**config.mk**
```make
export PLATFORM = sky130hd
export DESIGN_NAME = pack_poly_sequencer
export DESIGN_NICKNAME = d
export VERILOG_FILES = /design/src/rtl/pack_poly_sequencer.sv
export SDC_FILE = /design/constraint.sdc
export NUM_CORES = 1
export LEC_CHECK = 0
export CORE_MARGIN = 2
export CORE_UTILIZATION = 39
export DETAILED_ROUTE_END_ITERATION = 7
export PLACE_DENSITY = 0.86
export SLEW_MARGIN = 30
export SYNTH_ARGS = -nofsm -noshare
export SYNTH_HDL_FRONTEND = slang
export SYNTH_SLANG_ARGS = --single-unit
```
**constraint.sdc**
```tcl
create_clock -name clk -period 2.2 [get_ports clk]
set_clock_uncertainty 0.2 [all_clocks]
set_input_delay 0.33 -clock clk [delete_from_list [all_inputs] [get_ports clk]]
set_output_delay 0.33 -clock clk [all_outputs]
set_load 0.1 [all_outputs]
```
**src/rtl/pack_poly_sequencer.sv**
```systemverilog
// pack_poly_sequencer: walks one polynomial through the group packer,
// one 8-coefficient group at a time, from coefficient RAM to ciphertext buffer.
//
// Ports:
//   clk, reset           clock and synchronous active-high reset
//   start/busy/done      launch handshake toward the ciphertext-packing FSM
//   error                watchdog abort flag, held until the next accepted start
//   coef_rd_*            coefficient RAM read port (1-cycle read latency)
//   pk_enable/pk_coeffs  packer launch pulse and the registered group
//   pk_done/pk_group     packer completion pulse and packed result
//   ct_wr_*              ciphertext buffer write port
//
// Build option: define PACK_SEQ_WDOG_EN to build the WAIT-state watchdog.
// Without it WAIT blocks until pk_done and error is tied low.
module pack_poly_sequencer #(
   parameter int KYBER_N          = 256,
   parameter int GROUP_COEFFS     = 8,
   parameter int COEFF_WIDTH      = 12,
   parameter int GROUP_OUT_WIDTH  = 24,
   parameter int GROUP_ADDR_WIDTH = 5,
   parameter int WDOG_LIMIT       = 255
) (
   input  logic                                clk,
   input  logic                                reset,
   input  logic                                start,
   output logic                                busy,
   output logic                                done,
   output logic                                error,
   output logic                                coef_rd_en,
   output logic [GROUP_ADDR_WIDTH-1:0]         coef_rd_addr,
   input  logic [COEFF_WIDTH*GROUP_COEFFS-1:0] coef_rd_data,
   output logic                                pk_enable,
   output logic [COEFF_WIDTH*GROUP_COEFFS-1:0] pk_coeffs,
   input  logic                                pk_done,
   input  logic [GROUP_OUT_WIDTH-1:0]          pk_group,
   output logic                                ct_wr_en,
   output logic [GROUP_ADDR_WIDTH-1:0]         ct_wr_addr,
   output logic [GROUP_OUT_WIDTH-1:0]          ct_wr_data
);

   localparam int GW = COEFF_WIDTH * GROUP_COEFFS;
   localparam int NUM_GROUPS = KYBER_N / GROUP_COEFFS;
   localparam logic [GROUP_ADDR_WIDTH-1:0] LAST_IDX =
      GROUP_ADDR_WIDTH'(NUM_GROUPS - 1);

   typedef enum logic [2:0] {
      IDLE,
      READ,
      LOAD,
      KICK,
      WAIT,
      WRITE,
      FINISH
   } state_t;

   state_t stateQ;
   state_t stateD;

   logic [GROUP_ADDR_WIDTH-1:0] idxQ;
   logic [GW-1:0]               pkCoeffsQ;
   logic [GROUP_OUT_WIDTH-1:0]  ctWrDataQ;
   logic                        wdogTrip;

`ifdef PACK_SEQ_WDOG_EN
   localparam int WDOG_W =
      ($clog2(WDOG_LIMIT + 1) > 8) ? $clog2(WDOG_LIMIT + 1) : 8;

   logic [WDOG_W-1:0] wdogCntQ;
   logic              errorQ;

   // Trip only when the limit is reached without a done in the same cycle.
   assign wdogTrip = (stateQ == WAIT) && !pk_done &&
                     (wdogCntQ == WDOG_W'(WDOG_LIMIT));

   always_ff @(posedge clk) begin
      if (reset) begin
         wdogCntQ <= '0;
         errorQ   <= 1'b0;
      end else begin
         if (stateQ == KICK) begin
            wdogCntQ <= '0;
         end else if (stateQ == WAIT) begin
            wdogCntQ <= wdogCntQ + 1'b1;
         end
         if (stateQ == IDLE && start) begin
            errorQ <= 1'b0;
         end else if (wdogTrip) begin
            errorQ <= 1'b1;
         end
      end
   end

   assign error = errorQ;
`else
   wire unusedWdogLimit = (WDOG_LIMIT == 0);

   assign wdogTrip = 1'b0;
   assign error    = 1'b0;
`endif

   always_comb begin
      stateD = stateQ;
      unique case (stateQ)
         IDLE:   if (start) stateD = READ;
         READ:   stateD = LOAD;
         LOAD:   stateD = KICK;
         KICK:   stateD = WAIT;
         WAIT: begin
            if (pk_done) begin
               stateD = WRITE;
            end else if (wdogTrip) begin
               stateD = FINISH;
            end
         end
         WRITE: begin
            if (idxQ == LAST_IDX) stateD = FINISH;
            else                  stateD = READ;
         end
         FINISH: stateD = IDLE;
         default: stateD = IDLE;
      endcase
   end

   always_comb begin
      busy       = 1'b0;
      done       = 1'b0;
      coef_rd_en = 1'b0;
      pk_enable  = 1'b0;
      ct_wr_en   = 1'b0;
      busy       = (stateQ != IDLE);
      done       = (stateQ == FINISH);
      coef_rd_en = (stateQ == READ);
      pk_enable  = (stateQ == KICK);
      ct_wr_en   = (stateQ == WRITE);
   end

   assign coef_rd_addr = idxQ;
   assign ct_wr_addr   = idxQ;
   assign pk_coeffs    = pkCoeffsQ;
   assign ct_wr_data   = ctWrDataQ;

   always_ff @(posedge clk) begin
      if (reset) begin
         stateQ    <= IDLE;
         idxQ      <= '0;
         pkCoeffsQ <= '0;
         ctWrDataQ <= '0;
      end else begin
         stateQ <= stateD;
         unique case (stateQ)
            IDLE:  if (start) idxQ <= '0;
            LOAD:  pkCoeffsQ <= coef_rd_data;
            WAIT:  if (pk_done) ctWrDataQ <= pk_group;
            WRITE: if (idxQ != LAST_IDX) idxQ <= idxQ + 1'b1;
            default: ;
         endcase
      end
   end

endmodule

```
==> results.md, run 1 <==
- The antenna diode count is 0.
- The number of nets with antenna violations after routing is 0.
- The core box area is 11900 µm².
- The clock-pin slew of the registers on the worst-case setup and hold paths is approximately 50 ps.
- The half-perimeter wire length of the detailed placement result is between 9000 and 10000 µm.
- The worst hold path was traced through 2 stages.
- The endpoint of the lowest-slack register-to-register path is coef_rd_addr[3]$_SDFFE_PP0P_.
- The element type at the critical path start is a register.
- The routed layout has 4718 vias.
- The clock latency of the later-clocked register in the worst-skew pair is 420 ps.
- The worst register-to-register path begins at coef_rd_addr[0]$_SDFFE_PP0P_.
- The initial antenna violation count was 0.
- The synthesized netlist occupies a cell area of about 4700 µm².
- The number of global-route vias before repair is around 4400.
- The remaining design rule violation count is 0.
- IR analysis of the VDD net gives a maximum drop of 0.434 mV.
- Data on the critical path arrives at its endpoint at between 1500 and 2000 ps.
- The TritonCTS clock tree is yes.
- Before CTS, the worst setup slack after placement is approximately 120 ps.
- The worst setup path is captured at an output port.
- The worst setup path is of the register to output port kind.
- The worst register-to-register path has a setup slack of 190 ps.
- The standard-cell row count is 40.
- The number of nets in the layout is 951.
- In the final timing run, aggregate negative setup slack is 0 ps.
- The overall fraction of global-route tracks in use is 0.206.
- The buffer count from post-CTS setup fixing is 0.
- The synthesized netlist contains 35 unique library cells.
- The class of the worst hold path is input port to register.
- The buffer levels on the longest clock path is 2.
- Before antenna repair, the detailed router went through 4 iterations.
- The hold violation count in the final report was 0.
- The initial DRC count is between 300 and 400.
- Max-cap violations in this run came to 0.
- Of the post-synthesis cell area, the dominant cell type holds 0.547.
- The worst path meets setup with between 100 and 150 ps of slack.
- The die width is around 110 µm.
- The peak clock frequency supported by timing is ~480 MHz.
- The count of synthesis-stage warnings from yosys is 0.
- The y dimension of the die is between 100 and 150 µm.
- In this run the worst setup path begins at stateQ[2]$_SDFFE_PP0P_.
- The number of vias per cell is 4.79.
- The global placer's final weighted congestion is 0.796.
- Wires add up to between 10000 and 15000 µm.
- The total power of the final layout is about 8.0 mW.
- Counting every sink on the clock net gives ~130.
- Dividing the detail-routed wire length by the instance count gives around 14 µm.
- The max-slew violation total from the final report is 0.
- The area of the die is ~13000 µm².
- The first-pass GRT wire length is between 20000 and 25000 µm.
- By area the synthesized netlist is led by sky130_fd_sc_hd__dfxtp_1 (55%), sky130_fd_sc_hd__nand2_1 (19%), sky130_fd_sc_hd__a21oi_1 (13%).
- Along the worst path, the maximum fanout reaches 8.
- Following the worst setup path forward leads to its endpoint at done.
- The share of layout cells above drive strength 1 is 0.232.
- The total of buffers placed on input and output ports is 258.
- The cell count after synthesis is around 590.
- The tree is rooted in a sky130_fd_sc_hd__clkbuf_16.
- Buffers inserted during clock tree synthesis total 17.
- Global routing finished with a remaining overflow of 0.
- The layout overhead on the synthesized area is 64.1%.
- The depth of the worst register-to-register path is 6.
- The post-synthesis net count is a little over 700.
- Entering global routing, the biggest net connects slightly below 100 pins.
- Setup repair after global routing left no endpoint under its margin.
- The cell leakage power is between 3 and 4 nW.
- The final period utilization is 0.947.
- The average instance in the mapped netlist occupies between 8 and 9 µm².
- The initial utilization of the core area, before any placement, comes to 0.395.
- In this run the power density over the cells is 1030 nW/µm².
- The post-cts sizing count is 1.
- The worst path needs approximately 2100 ps of the cycle, external delays included.
- STA puts the critical path data required time at roughly 1700 ps.
- The number of ports placed on the die boundary is 260.
- The synthesized flop and latch total is between 100 and 150.
- For this run, the register share of the synthesized area comes to 0.547.
- The deepest level of the CTS H-tree is 4.
- The number of buffers added to fix hold violations after cts is 0.
- Setup violations remaining at the end of the flow were counted as 0.
- The flow ran to the end, and the final reports show no timing, DRC or antenna violations.
- Summed over all instances, the cell type with the most area after synthesis is sky130_fd_sc_hd__dfxtp_1.
-- final cells by class --
type,instances,area [µm²]
clock buffers,21,470
clock inverters,10,111
fillers,968,4170
inverters,1,3.75
multi-input cells,405,1860
flip-flops and latches,128,2570
well taps,147,184
repair buffers,272,2480
-- state kept, by name (all words and copies together), names as in the netlist --
register	flops
coef_rd_addr	5
stateQ	3
pk_coeffs	96
ct_wr_data	24
-- layout by cell type (no fill, tap or decap), drive strengths merged --
cell / Yosys / layout
o221a: 1 / 1
nor4bb: 1 / 1
nand3: 5 / 5
or4b: 1 / 1
dfxtp: 128 / 128
nor2b: 3 / 3
a21boi: 1 / 1
nand2b: 2 / 2
and4bb: 1 / 1
bufinv: 0 / 2
clkinvlp: 0 / 3
or3: 1 / 1
mux2i: 1 / 1
clkdlybuf4s50: 0 / 122
inv: 1 / 1
nor2: 2 / 2
nand3b: 2 / 2
o21a: 1 / 1
clkbuf: 18 / 21
and3: 1 / 1
conb: 1 / 1
o2111ai: 1 / 1
and3b: 1 / 1
o21ai: 1 / 1
nand4bb: 2 / 2
nor3b: 2 / 2
or3b: 1 / 1
clkinv: 0 / 5
a21o: 1 / 1
buf: 33 / 150
a2bb2oi: 1 / 1
ha: 2 / 2
a21oi: 124 / 124
nand2: 243 / 243
xnor2: 1 / 1
and2: 1 / 1
-- critical path: stages (launching register included) --
cell and delay [ps]:
sky130_fd_sc_hd__dfxtp_1 520, sky130_fd_sc_hd__buf_4 220, sky130_fd_sc_hd__and3b_1 210, sky130_fd_sc_hd__buf_12 180
-- synthesized netlist by cell type --
cell type and count:
sky130_fd_sc_hd__nor3b_1 1, sky130_fd_sc_hd__a21boi_2 1, sky130_fd_sc_hd__inv_1 1, sky130_fd_sc_hd__and4bb_2 1
sky130_fd_sc_hd__buf_4 16, sky130_fd_sc_hd__nand2_1 243, sky130_fd_sc_hd__buf_2 16, sky130_fd_sc_hd__clkbuf_1 18
sky130_fd_sc_hd__conb_1 1, sky130_fd_sc_hd__buf_6 1, sky130_fd_sc_hd__nand3b_1 2, sky130_fd_sc_hd__and2_1 1
sky130_fd_sc_hd__and3_1 1, sky130_fd_sc_hd__or3b_1 1, sky130_fd_sc_hd__nor3b_4 1, sky130_fd_sc_hd__or4b_1 1
sky130_fd_sc_hd__o21ai_2 1, sky130_fd_sc_hd__dfxtp_1 128, sky130_fd_sc_hd__a2bb2oi_1 1, sky130_fd_sc_hd__a21o_1 1
sky130_fd_sc_hd__or3_1 1, sky130_fd_sc_hd__o221a_2 1, sky130_fd_sc_hd__a21oi_1 124, sky130_fd_sc_hd__nand4bb_1 2
sky130_fd_sc_hd__xnor2_1 1, sky130_fd_sc_hd__and3b_1 1, sky130_fd_sc_hd__nand2b_1 2, sky130_fd_sc_hd__nor2b_1 3
sky130_fd_sc_hd__mux2i_1 1, sky130_fd_sc_hd__nor4bb_1 1, sky130_fd_sc_hd__o2111ai_1 1, sky130_fd_sc_hd__nand3_1 5
sky130_fd_sc_hd__o21a_1 1, sky130_fd_sc_hd__ha_1 2, sky130_fd_sc_hd__nor2_1 2
-- per-stage QoR --
step | util | hold WS [ps] | instance area [µm²] | instances
final | 0.648 | 133 | 7690 | 984
after global routing | 0.648 | 152 | 7690 | 984
after CTS | 0.648 | 123 | 7690 | 984
after detailed placement | 0.599 | 247 | 7100 | 953
after global placement | 0.599 | 242 | 7100 | 953
after floorplan | - | 266 | 4700 | 585
-- per-layer routing --
metal	track usage	part of all wire
met1	0.238	0.42
met3	0.0802	0.086
met2	0.342	0.48
met4	0.0878	0.018
met5	0	0
-- worst min path at each step --
| stage | start | end | slack, ps |
|---|---|---|---|
| 2_1_floorplan | coef_rd_data[34] | pk_coeffs[34]$_SDFFE_PP0P_ | 270 |
| 3_3_place_gp | pk_coeffs[65]$_SDFFE_PP0P_ | pk_coeffs[65]$_SDFFE_PP0P_ | 240 |
| 3_5_place_dp | pk_coeffs[7]$_SDFFE_PP0P_ | pk_coeffs[7]$_SDFFE_PP0P_ | 250 |
| 4_1_cts | reset | pk_coeffs[73]$_SDFFE_PP0P_ | 120 |
| 5_1_grt | reset | pk_coeffs[56]$_SDFFE_PP0P_ | 150 |
| 6_report | reset | pk_coeffs[70]$_SDFFE_PP0P_ | 130 |
-- cell families after synthesis --
group	Yosys count	synth area share
DFF	128	0.547
other	1	0.000800
and+or+nand+nor	269	0.237
xor gates and xnor gates	1	0.00187
muxes	1	0.00214
adders and majority gates	2	0.00534
buffers and inverters	52	0.0603
AOI/OAI and AO/OA	131	0.146
-- power breakdown --
part / internal [mW] / switching, mW
clock: 1.74 / 1.01
sequential: 2.51 / 0.113
combinational: 0.690 / 1.90
Power figures use the tool's default switching activity.
==> inputs of run 2 (changes only) <==
--- a/config.mk
+++ b/config.mk
@@ -6,8 +6,9 @@
 export NUM_CORES = 1
 export LEC_CHECK = 0
-export CORE_MARGIN = 2
-export CORE_UTILIZATION = 39
+export CORE_MARGIN = 5
+export CORE_UTILIZATION = 40
+export CTS_BUF_LIST = sky130_fd_sc_hd__clkbuf_8
 export DETAILED_ROUTE_END_ITERATION = 7
-export PLACE_DENSITY = 0.86
+export PLACE_DENSITY = 0.88
 export SLEW_MARGIN = 30
 export SYNTH_ARGS = -nofsm -noshare
==> constraint.sdc (replaced) <==
create_clock -name clk -period 2.2 [get_ports clk]
set_clock_uncertainty 0.2 [all_clocks]
set_input_delay 0.22 -clock clk [delete_from_list [all_inputs] [get_ports clk]]
set_output_delay 0.22 -clock clk [all_outputs]
set_load 0.1 [all_outputs]
==> results.md, run 2 (synthesis gave the netlist of run 1 again) <==
- The critical path's largest stage delay is 500 ps (-20 ps).
- The total congestion overflow is 0 (unchanged).
- The sequential share of power was 0.367 (+0.038).
- The final period utilization was 0.939 (-0.00841).
- The layout overhead on the synthesized area is 59.6%.
- The total of fill cells in the finished design is 975 (+0.72%).
- The remaining design rule violation count is 0 (unchanged).
- The total net switching power is 2.88 mW (-4.4%).
- The overall fraction of global-route tracks in use is 0.204 (-0.00210).
- The setup-violating endpoint count in the final report is 0 (unchanged).
- The hold violation count in the final report was 0 (unchanged).
- The number of nets in the layout is 953 (+0.21%).
- The share of layout cells above drive strength 1 is 0.231 (-0.00119).
- The critical setup path kind is register to output port.
- The clock tree root driver cell is sky130_fd_sc_hd__clkbuf_8.
- The cell internal power dissipation is 4.25 mW (-14%).
- The run finished with clean final reports.
- The total vias in the final route is 4783 (+1.4%).
- The number of nets with antenna violations after routing is 0 (unchanged).
- The number of buffers created by CTS is 17 (unchanged).
- The TritonCTS clock tree is yes.
- The buffer levels on the longest clock path is 2 (unchanged).
- Walking the worst path, the cells encountered are nor2b_1, nor2b_2, buf_12.
- The number of optimization iterations in the first detailed-route pass came to 4 (unchanged).
- The switching share of power is 0.404 (+0.0248).
- The number of ports placed on the die boundary is 260 (unchanged).
- The post-route non-filler standard cell count is 980 (-0.41%).
- The library cell used most frequently in the layout, excluding fill and tap cells, is sky130_fd_sc_hd__nand2_1.
- The share of total power in the clock network is 0.267 (-0.078).
- The buffering stage count on the worst path with inverters included is 1 (-1).
- Leaving out fill and tap cells, the most frequent cells in the layout are sky130_fd_sc_hd__nand2_1 (243), sky130_fd_sc_hd__buf_4 (141), sky130_fd_sc_hd__a21oi_1 (124).
- The y dimension of the die is 118 µm (+4.1%).
- The worst setup path is captured at an output port.
- The kind of cell with the highest combined delay on the critical path is simple AND/OR/NAND/NOR gates.
- The deepest level of the CTS H-tree is 4 (unchanged).
- STA classifies the critical path startpoint as a register.
- The initial DRC count is 329 (-12%).
- The core box area came to 11500 µm² (-3.3%).
- The number of placed instances, taps included is 950 (-0.31%).
- The maximum vdd drop is 0.739 mV (+70%).
- The number of vias per cell is 4.88 (+1.8%).
- The first-pass GRT wire length is 23100 µm (+9.0%).
- The peak clock frequency supported by timing is 484 MHz (+0.90%).
- The data required time of the worst path is 1780 ps (+110 ps).
- The critical-path maximum fanout is 14 (+6).
- The class of the worst hold path is input port to register.
- The initial antenna violation count came to 0 (unchanged).
- The routed wire length was 14700 µm (+7.5%).
- The clock sink count came to 128 (unchanged).
- The half-perimeter wire length of the detailed placement result is 10600 µm (+12%).
- On the critical path, the stage with the largest delay is an instance of sky130_fd_sc_hd__dfxtp_2.
- The clock-pin slew of the registers on the worst-case setup and hold paths is 70 ps (+20 ps).
- The standard-cell row count is 39 (-2.5%).
- The total of buffers placed on input and output ports is 258 (unchanged).
- The effective utilization at floorplan came to 0.409 (+0.0136).
- The clock latency of the later-clocked register in the worst-skew pair came to 430 ps (about the same).
- The number of flip-flops under the largest register name was 96 (unchanged).
- The number of global-route vias before repair was 4535 (+3.0%).
- The antenna diode count is 0 (unchanged).
- The power per cell area is 954 nW/µm² (-7.8%).
- Setup repair after global routing left no endpoint under its margin.
- The die width is 118 µm (+4.1%).
- The share of total power in combinational logic is 0.366 (+0.041).
- The global placer's final weighted congestion came to 0.797 (+0.11%).
- The signal arrival time at the worst endpoint is 1650 ps (+100 ps).
- The area of the die is 14000 µm² (+8.3%).
- The max-slew violation total from the final report is 0 (unchanged).
- The average wire per standard cell is 15.0 µm (+8.0%).
- The buffer count from post-CTS setup fixing is 0 (unchanged).
- The cell leakage power is 3.01 nW (-2.4%).
- The largest net degree at the start of global routing was 83 (-14%).
- The number of violations of the max-capacitance limit is 0 (unchanged).
- The setup TNS was 0 ps (unchanged).
- The time the final worst path needs with I/O delays and setup was 2070 ps (-18.5 ps).
run 2: what timing repair did:
action | CTS | global route
gates resized for setup | 1 | 0
hold buffers | 1 | 0
hold endpoints to repair | 4 | 0
setup endpoints to repair | 2 | 0
run 2: power groups by stage:
stage / clock (mW) / sequential (mW) / combinational [mW]
finish: 1.90 / 2.62 / 2.62
global route: 2.05 / 2.64 / 2.73
CTS: 1.96 / 2.62 / 2.63
detailed placement: 0 / 2.67 / 2.63
global placement: 0 / 2.66 / 2.61
floorplan: 0 / 3.92 / 0.638
run 2: worst paths after layout:
kind / from / end / slack [ps] / cells after the start
worst max register to register: coef_rd_addr[0]$_SDFFE_PP0P_ / coef_rd_addr[2]$_SDFFE_PP0P_ / 150 / 6
worst min register to register: pk_coeffs[14]$_SDFFE_PP0P_ / pk_coeffs[14]$_SDFFE_PP0P_ / 250 / 2
worst max-delay path: stateQ[0]$_SDFFE_PP0P_ / coef_rd_en / 130 / 3
worst min-delay path: pk_group[19] / ct_wr_data[19]$_SDFFE_PP0P_ / 130 / 3
run 2: tightest hold or removal path, delay by kind of cell:
kind,cells,cell delay (ps)
and+or+nand+nor,1,50
AOI/OAI and AO/OA,1,50
buffers and inverters,1,390
run 2: per-layer routing:
layer,up-vias,GRT usage,share of wire
met5,-,0,0
met2,201,0.338,0.47
met3,31,0.0960,0.10
met4,0,0.0975,0.028
li1,2367,-,-
met1,2184,0.220,0.40
run 2: area by class of cell:
class	instances	area (µm²)	area share
Tap cell	143	179	0.0239
Sequential cell	128	2570	0.343
Clock inverter	6	57.6	0.00770
Multi-Input combinational cell	405	1860	0.249
Inverter	1	3.75	0.000502
Timing Repair Buffer	274	2490	0.333
Clock buffer	23	317	0.0423
run 2: through the flow:
step | setup WS (ps) | power [mW] | instance area (µm²) | util | hold WS (ps)
after floorplan | 94.5 | 4.56 | 4700 | - | 156
after global placement | 244 | 5.27 | 7090 | 0.619 | 241
after detailed placement | 185 | 5.29 | 7090 | 0.619 | 247
after CTS | 74.5 | 7.21 | 7480 | 0.652 | 88.4
after global routing | 5.17 | 7.43 | 7480 | 0.652 | 99.6
final | 135 | 7.14 | 7480 | 0.652 | 127
==> inputs of run 3 (changes only) <==
TNS_END_PERCENT = 5   (was unset)
==> results.md, run 3 (synthesis gave the netlist of run 1 again) <==
- The largest net degree at the start of global routing is 97 (+17%).
- The final worst-path setup slack is 155 ps (+20.1 ps).
- The first-pass GRT wire length is 21900 µm (-5.2%).
- The hold violation count in the final report is 0 (unchanged).
- The clock-pin slew of the registers on the worst-case setup and hold paths is 70 ps (about the same).
- The endpoint of the lowest-slack register-to-register path is coef_rd_addr[2]$_SDFFE_PP0P_.
- The deepest level of the CTS H-tree came to 4 (unchanged).
- The number of buffers created by CTS is 17 (unchanged).
- The total of fill cells in the finished design was 954 (-2.2%).
- The post-route non-filler standard cell count is 980 (unchanged).
- The half-perimeter wire length of the detailed placement result is 10200 µm (-3.6%).
- The number of optimization iterations in the first detailed-route pass is 5 (+1).
- The number of nets in the layout is 952 (-0.10%).
- The number of placed instances, taps included is 949 (-0.11%).
- The max-slew violation total from the final report is 0 (unchanged).
- The buffer levels on the longest clock path is 2 (unchanged).
- The post-placement cell area is 7120 µm² (+0.32%).
- The die width is 118 µm (unchanged).
- Setup repair after global routing left no endpoint under its margin.
- The endpoint type of the worst setup path is an output port.
- The number of vias per cell is 4.78 (-2.2%).
- The maximum vdd drop is 0.649 mV (-12%).
- Following the worst setup path forward leads to its endpoint at busy.
- The post-layout utilization of the core is 0.656 (+0.00360).
- The initial DRC count was 379 (+15%).
- The area of the die was 14000 µm² (unchanged).
- The global placer's final weighted congestion came to 0.786 (-1.4%).
- The critical-path maximum fanout was 8 (-6).
- The total of buffers placed on input and output ports is 258 (unchanged).
- In this run the clock root is driven by a sky130_fd_sc_hd__clkbuf_8.
- The routed wire length is 14000 µm (-4.6%).
- The antenna diode count is 0 (unchanged).
- The setup-violating endpoint count in the final report is 0 (unchanged).
- The remaining design rule violation count was 0 (unchanged).
- The average wire per standard cell came to 14.3 µm (-4.6%).
- The clock latency of the later-clocked register in the worst-skew pair is 420 ps (about the same).
- The library cell used most frequently in the layout, excluding fill and tap cells, is sky130_fd_sc_hd__nand2_1.
- The number of nets with antenna violations after routing was 0 (unchanged).
- The peak clock frequency supported by timing is 489 MHz (+0.98%).
- The overall fraction of global-route tracks in use is 0.192 (-0.0118).
- The final design area excluding fillers is 7520 µm² (+0.55%).
- The depth of the worst register-to-register path was 6 (unchanged).
- The pre-CTS setup slack came to 218 ps (+33.2 ps).
- The cell leakage power is 3.02 nW (+0.35%).
- The worst register-to-register path begins at coef_rd_addr[0]$_SDFFE_PP0P_.
- The signal arrival time at the worst endpoint was 1630 ps (-20 ps).
- The standard-cell row count was 39 (unchanged).
- The setup TNS is 0 ps (unchanged).
- In this run the worst hold path is classified as input port to register.
- The time the final worst path needs with I/O delays and setup was 2050 ps (-20.1 ps).
- The data required time of the worst path is 1780 ps (about the same).
- The critical setup path kind is register to output port.
- The final period utilization is 0.930 (-0.00912).
- The initial antenna violation count is 0 (unchanged).
- The y dimension of the die came to 118 µm (unchanged).
- The clock sink count is 128 (unchanged).
- Tracing the worst setup path back leads to its startpoint at stateQ[2]$_SDFFE_PP0P_.
- The TritonCTS clock tree is yes.
- The element type at the critical path start is a register.
- The power per cell area is 959 nW/µm² (+0.52%).
- The total congestion overflow is 0 (unchanged).
- The number of ports placed on the die boundary is 260 (unchanged).
- The layout overhead on the synthesized area is 60.5%.
- The core box area came to 11500 µm² (unchanged).
- The effective utilization at floorplan is 0.409 (unchanged).
- The buffer count from post-CTS setup fixing is 0 (unchanged).
- The top cell types in the final layout, fill and taps aside, are sky130_fd_sc_hd__nand2_1 (243), sky130_fd_sc_hd__buf_4 (137), sky130_fd_sc_hd__dfxtp_1 (126).
- The number of violations of the max-capacitance limit is 0 (unchanged).
- The total vias in the final route is 4680 (-2.2%).
- The number of flip-flops under the largest register name was 96 (unchanged).
- The run finished with clean final reports.
- The register-to-register setup slack is 220 ps (+70 ps).
- The share of layout cells above drive strength 1 is 0.223 (-0.00717).
- The number of global-route vias before repair is 4271 (-5.8%).
run 3: changes by cell type in the layout (fill, tap and decap cells not counted), moves of 2 or more:
cell and change:
sky130_fd_sc_hd__buf_12 +3, sky130_fd_sc_hd__buf_4 -4, sky130_fd_sc_hd__dfxtp_1 +3, sky130_fd_sc_hd__dfxtp_2 -3, sky130_fd_sc_hd__inv_1 +2
run 3: worst min-delay path by stage:
stage,start,endpoint,slack [ps],depth (start not counted)
floorplan,coef_rd_data[34],pk_coeffs[34]$_SDFFE_PP0P_,160,2
global placement,pk_coeffs[2]$_SDFFE_PP0P_,pk_coeffs[2]$_SDFFE_PP0P_,240,2
detailed placement,ct_wr_data[20]$_SDFFE_PP0P_,ct_wr_data[20]$_SDFFE_PP0P_,250,2
CTS,coef_rd_data[59],pk_coeffs[59]$_SDFFE_PP0P_,100,3
global route,pk_group[13],ct_wr_data[13]$_SDFFE_PP0P_,100,3
finish,coef_rd_data[59],pk_coeffs[59]$_SDFFE_PP0P_,130,3
run 3: worst max-delay path, stage by stage, from the launching register on:
cell and delay, ps:
sky130_fd_sc_hd__dfxtp_2 370, sky130_fd_sc_hd__buf_4 180, sky130_fd_sc_hd__or3_1 450, sky130_fd_sc_hd__buf_12 200
run 3: routing by layer:
layer	wire length, µm	global-route usage
met1	5530	0.218
met2	6500	0.304
met3	1580	0.0989
met4	390	0.0832
met5	0	0
run 3: area by class of cell:
type                    count  area (µm²)  area share
inverters                   1        3.75    0.000499
clock inverters             8        88.8      0.0118
well taps                 143         179      0.0238
flip-flops and latches    128        2560       0.341
multi-input cells         405        1860       0.247
clock buffers              22         303      0.0403
repair buffers            273        2520       0.335
run 3: through the flow:
stage	power (mW)	hold WS (ps)
floorplan	4.55	156
global placement	5.29	241
detailed placement	5.31	247
CTS	7.29	102
global route	7.51	97.8
finish	7.21	129
run 3: repair_timing:
item / in CTS / in global routing
setup endpoints to repair: 0 / 2
hold buffers: 1 / 0
hold endpoints to repair: 17 / 0
resized for setup: 0 / 2
run 3: power by group:
part	switching, mW	internal, mW	total [mW]
logic	1.91	0.722	2.64
registers	0.103	2.51	2.61
clock network	0.840	1.13	1.97
total	2.86	4.36	7.21
